File: src/rtl/audacq_fifo.sv
// rtl/audacq_fifo.sv - audio sample FIFO between the acquisition controller and the femto bus
// Parameters: DEPTH_LOG2 - FIFO depth is 2**DEPTH_LOG2 entries (1..7).
// Ports: clk, rstn (synchronous, active-low)
//        in_vld, in_sample[15:0]         - sample strobe and signed sample
//        req, addr[3:0], w_rb, acc, wdata - bus request (DR @0 RO, SR @4 RO, CR @8 WO)
//        rdata, resp                      - registered bus response
//        fault                            - combinational, request with an invalid access
//        irq                              - registered level interrupt (threshold / overflow)
// Build option: AUDACQ_FIFO_OVERWRITE_EN - a push when full overwrites the oldest entry.
module audacq_fifo #(
    parameter int DEPTH_LOG2 = 5,
    localparam int BUS_WIDTH = 32,
    localparam int BUS_ACC_WIDTH = 2,
    localparam logic [BUS_ACC_WIDTH-1:0] BUS_ACC_4B = 2'd2
) (
    input  logic                     clk,
    input  logic                     rstn,
    input  logic                     in_vld,
    input  logic [15:0]              in_sample,
    input  logic [3:0]               addr,
    input  logic                     w_rb,
    input  logic [BUS_ACC_WIDTH-1:0] acc,
    output logic [BUS_WIDTH-1:0]     rdata,
    input  logic [BUS_WIDTH-1:0]     wdata,
    input  logic                     req,
    output logic                     resp,
    output logic                     fault,
    output logic                     irq
);

    localparam int DEPTH = 1 << DEPTH_LOG2;
    localparam int LVL_W = DEPTH_LOG2 + 1;
    localparam logic [LVL_W-1:0]      LVL_FULL = LVL_W'(DEPTH);
    localparam logic [LVL_W-1:0]      LVL_ONE  = LVL_W'(1);
    localparam logic [DEPTH_LOG2-1:0] PTR_ONE  = DEPTH_LOG2'(1);

    logic [15:0]           mem [DEPTH];
    logic [DEPTH_LOG2-1:0] wr_ptr;
    logic [DEPTH_LOG2-1:0] rd_ptr;
    logic [LVL_W-1:0]      level;
    logic                  ovf;
    logic                  ie;
    logic [7:0]            thr;

    logic             bad_access;
    logic             valid_req;
    logic             dr_rd;
    logic             sr_rd;
    logic             cr_wr;
    logic             flush;
    logic             ovf_clr;
    logic             full;
    logic             empty;
    logic             pop;
    logic             push_req;
    logic             push;
    logic             full_hit;
    logic             rd_adv;
    logic [LVL_W-1:0] level_nxt;
    logic             ovf_nxt;
    logic             ie_nxt;
    logic [7:0]       thr_nxt;
    logic             irq_nxt;

    // Once addr is word aligned and <= 8 it is one of DR/SR/CR, and addr[3]
    // alone marks CR; the only legal direction is write for CR, read otherwise.
    assign bad_access = (addr[1:0] != 2'b00) || (acc != BUS_ACC_4B) || (addr > 4'd8)
                      || (w_rb != addr[3]);

    assign fault     = req && bad_access;
    assign valid_req = req && !bad_access;
    assign dr_rd     = valid_req && !w_rb && !addr[2];
    assign sr_rd     = valid_req && !w_rb && addr[2];
    assign cr_wr     = valid_req && w_rb;
    assign flush     = cr_wr && wdata[31];
    assign ovf_clr   = cr_wr && wdata[30];

    assign full      = (level == LVL_FULL);
    assign empty     = (level == '0);
    assign pop       = dr_rd && !empty;
    assign push_req  = in_vld && !flush;
    // A same-cycle pop frees a slot, so only a push without a pop overflows.
    assign full_hit  = push_req && full && !pop;

`ifdef AUDACQ_FIFO_OVERWRITE_EN
    assign push   = push_req;
    assign rd_adv = pop || full_hit;
`else
    assign push   = push_req && !full_hit;
    assign rd_adv = pop;
`endif

    always_comb begin
        level_nxt = level;
        if (flush) begin
            level_nxt = '0;
        end else if (push && !rd_adv) begin
            level_nxt = level + LVL_ONE;
        end else if (!push && rd_adv) begin
            level_nxt = level - LVL_ONE;
        end
    end

    // Overflow set takes priority over a same-cycle clear.
    assign ovf_nxt = full_hit || (ovf && !ovf_clr);
    assign ie_nxt  = cr_wr ? wdata[16]   : ie;
    assign thr_nxt = cr_wr ? wdata[7:0]  : thr;
    assign irq_nxt = ie_nxt && (((thr_nxt != 8'd0) && (8'(level_nxt) >= thr_nxt)) || ovf_nxt);

    // Sample storage carries no reset; only pointers and level define contents.
    always_ff @(posedge clk) begin
        if (rstn && push) begin
            mem[wr_ptr] <= in_sample;
        end
    end

    always_ff @(posedge clk) begin
        if (!rstn) begin
            wr_ptr <= '0;
            rd_ptr <= '0;
            level  <= '0;
            ovf    <= 1'b0;
            ie     <= 1'b0;
            thr    <= 8'd0;
            irq    <= 1'b0;
            resp   <= 1'b0;
            rdata  <= '0;
        end else begin
            resp  <= valid_req;
            level <= level_nxt;
            ovf   <= ovf_nxt;
            ie    <= ie_nxt;
            thr   <= thr_nxt;
            irq   <= irq_nxt;
            if (flush) begin
                wr_ptr <= '0;
                rd_ptr <= '0;
            end else begin
                if (push) begin
                    wr_ptr <= wr_ptr + PTR_ONE;
                end
                if (rd_adv) begin
                    rd_ptr <= rd_ptr + PTR_ONE;
                end
            end
            if (dr_rd) begin
                rdata <= pop ? {1'b1, 15'd0, mem[rd_ptr]} : '0;
            end else if (sr_rd) begin
                rdata <= {ovf, full, empty, 21'd0, 8'(level)};
            end
        end
    end

    logic unused_wdata;
    assign unused_wdata = ^{wdata[29:17], wdata[15:8]};

endmodule

File: config.mk
export PLATFORM = sky130hd
export DESIGN_NAME = audacq_fifo
export DESIGN_NICKNAME = d
export VERILOG_FILES = /design/src/rtl/audacq_fifo.sv
export SDC_FILE = /design/constraint.sdc
export NUM_CORES = 1
export LEC_CHECK = 0
export ABC_AREA = 0
export CAP_MARGIN = 10
export CELL_PAD_IN_SITES_DETAIL_PLACEMENT = 0
export CELL_PAD_IN_SITES_GLOBAL_PLACEMENT = 1
export CORE_MARGIN = 2
export CORE_UTILIZATION = 36
export CTS_BUF_LIST = sky130_fd_sc_hd__clkbuf_16
export DETAILED_ROUTE_END_ITERATION = 10
export PLACE_DENSITY = 0.6
export SETUP_SLACK_MARGIN = 0.5
export SYNTH_ARGS = -nofsm -noshare
export SYNTH_HDL_FRONTEND = slang
export SYNTH_SLANG_ARGS = --single-unit
export TNS_END_PERCENT = 10
File: constraint.sdc
create_clock -name clk -period 3.9 [get_ports clk]
set_input_delay 0.78 -clock clk [delete_from_list [all_inputs] [get_ports clk]]
set_output_delay 0.78 -clock clk [all_outputs]
set_load 0.01 [all_outputs]
==> results.ini <==
[run_status]
status=finished, final reports clean

[timing]
final.period_utilization=0.8300
rsz0062_at_grt=no
setup_tns_ns=0
fmax_mhz=308.9
final.setup_skew_ns=0.03838
slew-limit-headroom=0.1866
worstMarginPinSlew_ns=1.216
setup_viol=0
slew_violations=0
finalHoldViolCount=0
post-route-min-period_ns=3.237

[routing]
drtIter0Drc=1040
wl_um=52670
vias_per_cell=5.254
avgRoutedWirePerCell_um=24.82
vias=11149
drt_first_pass_iters=5
ant_nets=0
route.detailed.drc=0

[synthesis]
yosys-top-cells-area=edfxtp_1 69%, mux4_2 14%, dfxtp_1 4.7%
netlist_instances=1149
ys_warn_count=0
avgSynthCellArea_um2=19.31
synth-seq-cells=564
yosysTopAreaCell=edfxtp_1
ys_seq_area_frac=0.7400
async_flop_share=0
ys.flop_type=edfxtp_1
synth-edff-count=512
ys_types=59
synth_top_area_share=0.6931
synth_area_um2=22180

[clocking]
cts_tree=built
cts_buffers=58
cts_sinks=564
clk_latency_ns=0.64
postCtsHoldBufs=0
clkSlewWorstSetupHoldPaths_ns=0.06
htree_levels=2
clockRootBuffer=clkbuf_16
clockBufferDepth=3

[worst_setup_path]
crit_fanout=4
arrival_ns=2.46
path_cells=clkdlybuf4s50_1, or4b_4, buf_4, nor2_1, a21oi_1, dlygate4sd2_1
startpoint_type=primary input
critical-path-max-stage-delay_ns=0.55
crit_slowest_cell=or4b_4
r2r_slack_ns=0.75
cp-startpoint=addr[1]
r2r-start=level[0]$_SDFF_PN0_
crit_required_ns=3.12
end_kind=primary output
crit_type=in2out

[power]
leakage_uw=0.008291
p_per_area_nw_per_um2=480.1
seqPwrFrac=0.523
irDropWorstVdd_mv=0.3201
power_switching_uw=2587
intPower_uw=10100
swShare=0.2040
p_clk_frac=0.451
p_comb_frac=0.026

[global_route]
antenna_found_initial=0
first_global_vias=11535
track_usage=0.1682
grt_first_pass_wirelength_um=77380
grt_overflow=0
grt_max_degree=51

[cells_and_area]
diodes=0
drive_gt1_frac=0.2769
final_nets=1364
stdcell_count=2122
syn_to_final_growth_pct=19.10

[placement]
place_hpwl_um=30380
dpl.cell_count=2010
port_buffers=59
place_congestion=0.7603

[floorplanning]
ios=94
die_width_um=252.2
start_util=0.3662
coreArea_um2=60580
rows=90
die_h_um=252.2
dieArea_um2=63620

[flow_run]
cap_violations=0

[hold_path]
hp-class=reg2reg
min-delay-start=rdata[6]$_SDFFE_PN0P_

-- stage by stage --
stage / total power, uW / util / hold slack, ns / setup WS (ns) / cell area, um^2
5_1_grt: 13070 / 0.4361 / 0.4620 / 0.4847 / 26420
4_1_cts: 12800 / 0.4342 / 0.4377 / 0.5317 / 26300
3_3_place_gp: 7069 / 0.4015 / 0.4281 / -0.01001 / 24320
6_report: 12680 / 0.4361 / 0.4330 / 0.6629 / 26420
3_5_place_dp: 7079 / 0.4015 / 0.4295 / 0.02024 / 24320
2_1_floorplan: 6889 / - / 0.4434 / 0.5744 / 22230
-- power groups by stage --
stage | registers [uW] | logic, uW | clock network, uW
floorplan | 6750 | 135 | 0
CTS | 6630 | 318 | 5850
global route | 6630 | 368 | 6070
detailed placement | 6760 | 318 | 0
finish | 6630 | 334 | 5720
global placement | 6760 | 310 | 0
-- state kept, by name, summed over array words and instances (netlist names), named ones only --
name and count:
wr_ptr 5, irq 1, ovf 1, resp 1, ie 1, rd_ptr 5
mem 512, rdata 19, level 6, thr 8
-- worst paths after layout --
path                                         endpoint  cells after the start
worst max-delay path                            fault                      6
worst min-delay path            rdata[6]$_SDFFE_PN0P_                      2
worst max register to register         irq$_SDFF_PN0_                     15
worst min register to register  rdata[6]$_SDFFE_PN0P_                      2
-- kinds of logic (layout without fill, tap and decap cells) --
family,after synthesis,in the layout,synth area share
multiplexers,168,168,0.1519
AO/OA/AOI/OAI,90,90,0.02910
flip-flops,564,564,0.7400
other,1,13,0.0001690
buffers and inverters,80,259,0.01760
adder cells (fa/ha/maj),13,13,0.007332
AND/OR/NAND/NOR,220,220,0.04879
XOR/XNOR,13,13,0.005133
-- cells in the mapped netlist (all sizes together) (2+ instances only) --
library cell and n:
dfxtp 52, xnor2 5, nand2 68, nand2b 5, xor2 8, o211ai 9
and2 8, a21boi 5, and3 2, nand3 16, clkbuf 34, a31oi 2
or3 2, nor2 67, buf 36, a22oi 21, o21ai 7, edfxtp 512
a211oi 16, or4b 2, a21o 2, o2111ai 2, mux2 9, ha 13
nor2b 17, mux4 134, nand4 7, or4 6, nand3b 3, nor4 4
nor3b 2, o2111a 2, a21oi 16, mux2i 25, nor3 6, a311oi 2
inv 9
-- repair_timing --
item	CTS	global route
cloned	0	0
resized for setup	1	10
pin swaps	0	2
endpoints found under the setup margin	1	1
buffers inserted	0	1
-- critical path: cells and delay by family --
kind / cells / cell delay, ns
AO/OA/AOI/OAI: 1 / 0.08
buffers and inverters: 3 / 0.88
AND/OR/NAND/NOR: 2 / 0.70
-- area by class of cell --
type                       count  area (um^2)
tap                          782        978.4
timing repair buffer         141         1438
clock buffer                  59         1476
clock inverter                49        505.5
inverter                      10        37.54
fill                        5248        34160
sequential                   564        16430
multi-input combinational    517         5557
-- cells in the final DEF, fill, tap and decap left out, drive strengths merged, types with 3 or more instances in the layout --
cell type / instances
or4: 6
xor2: 8
a22oi: 21
bufinv: 9
clkdlybuf4s50: 58
nand2: 68
inv: 17
buf: 81
edfxtp: 512
and2: 8
nand2b: 5
mux2: 9
clkinvlp: 4
conb: 13
a21oi: 16
o21ai: 7
nand3b: 3
nand3: 16
ha: 13
a21boi: 5
nor2: 67
clkinv: 29
xnor2: 5
mux2i: 25
mux4: 134
nor2b: 17
nor3: 6
nor4: 4
nand4: 7
a211oi: 16
o211ai: 9
clkbuf: 60
dfxtp: 52
-- routing by layer --
metal / wire, um / GRT usage / share of wire
met1: 24010 / 0.2388 / 0.46
met4: 809 / 0.03736 / 0.015
met3: 2629 / 0.03007 / 0.050
met5: 0 / 0 / 0
met2: 25220 / 0.2719 / 0.48
Note: power is estimated with default switching activity, not from simulation.
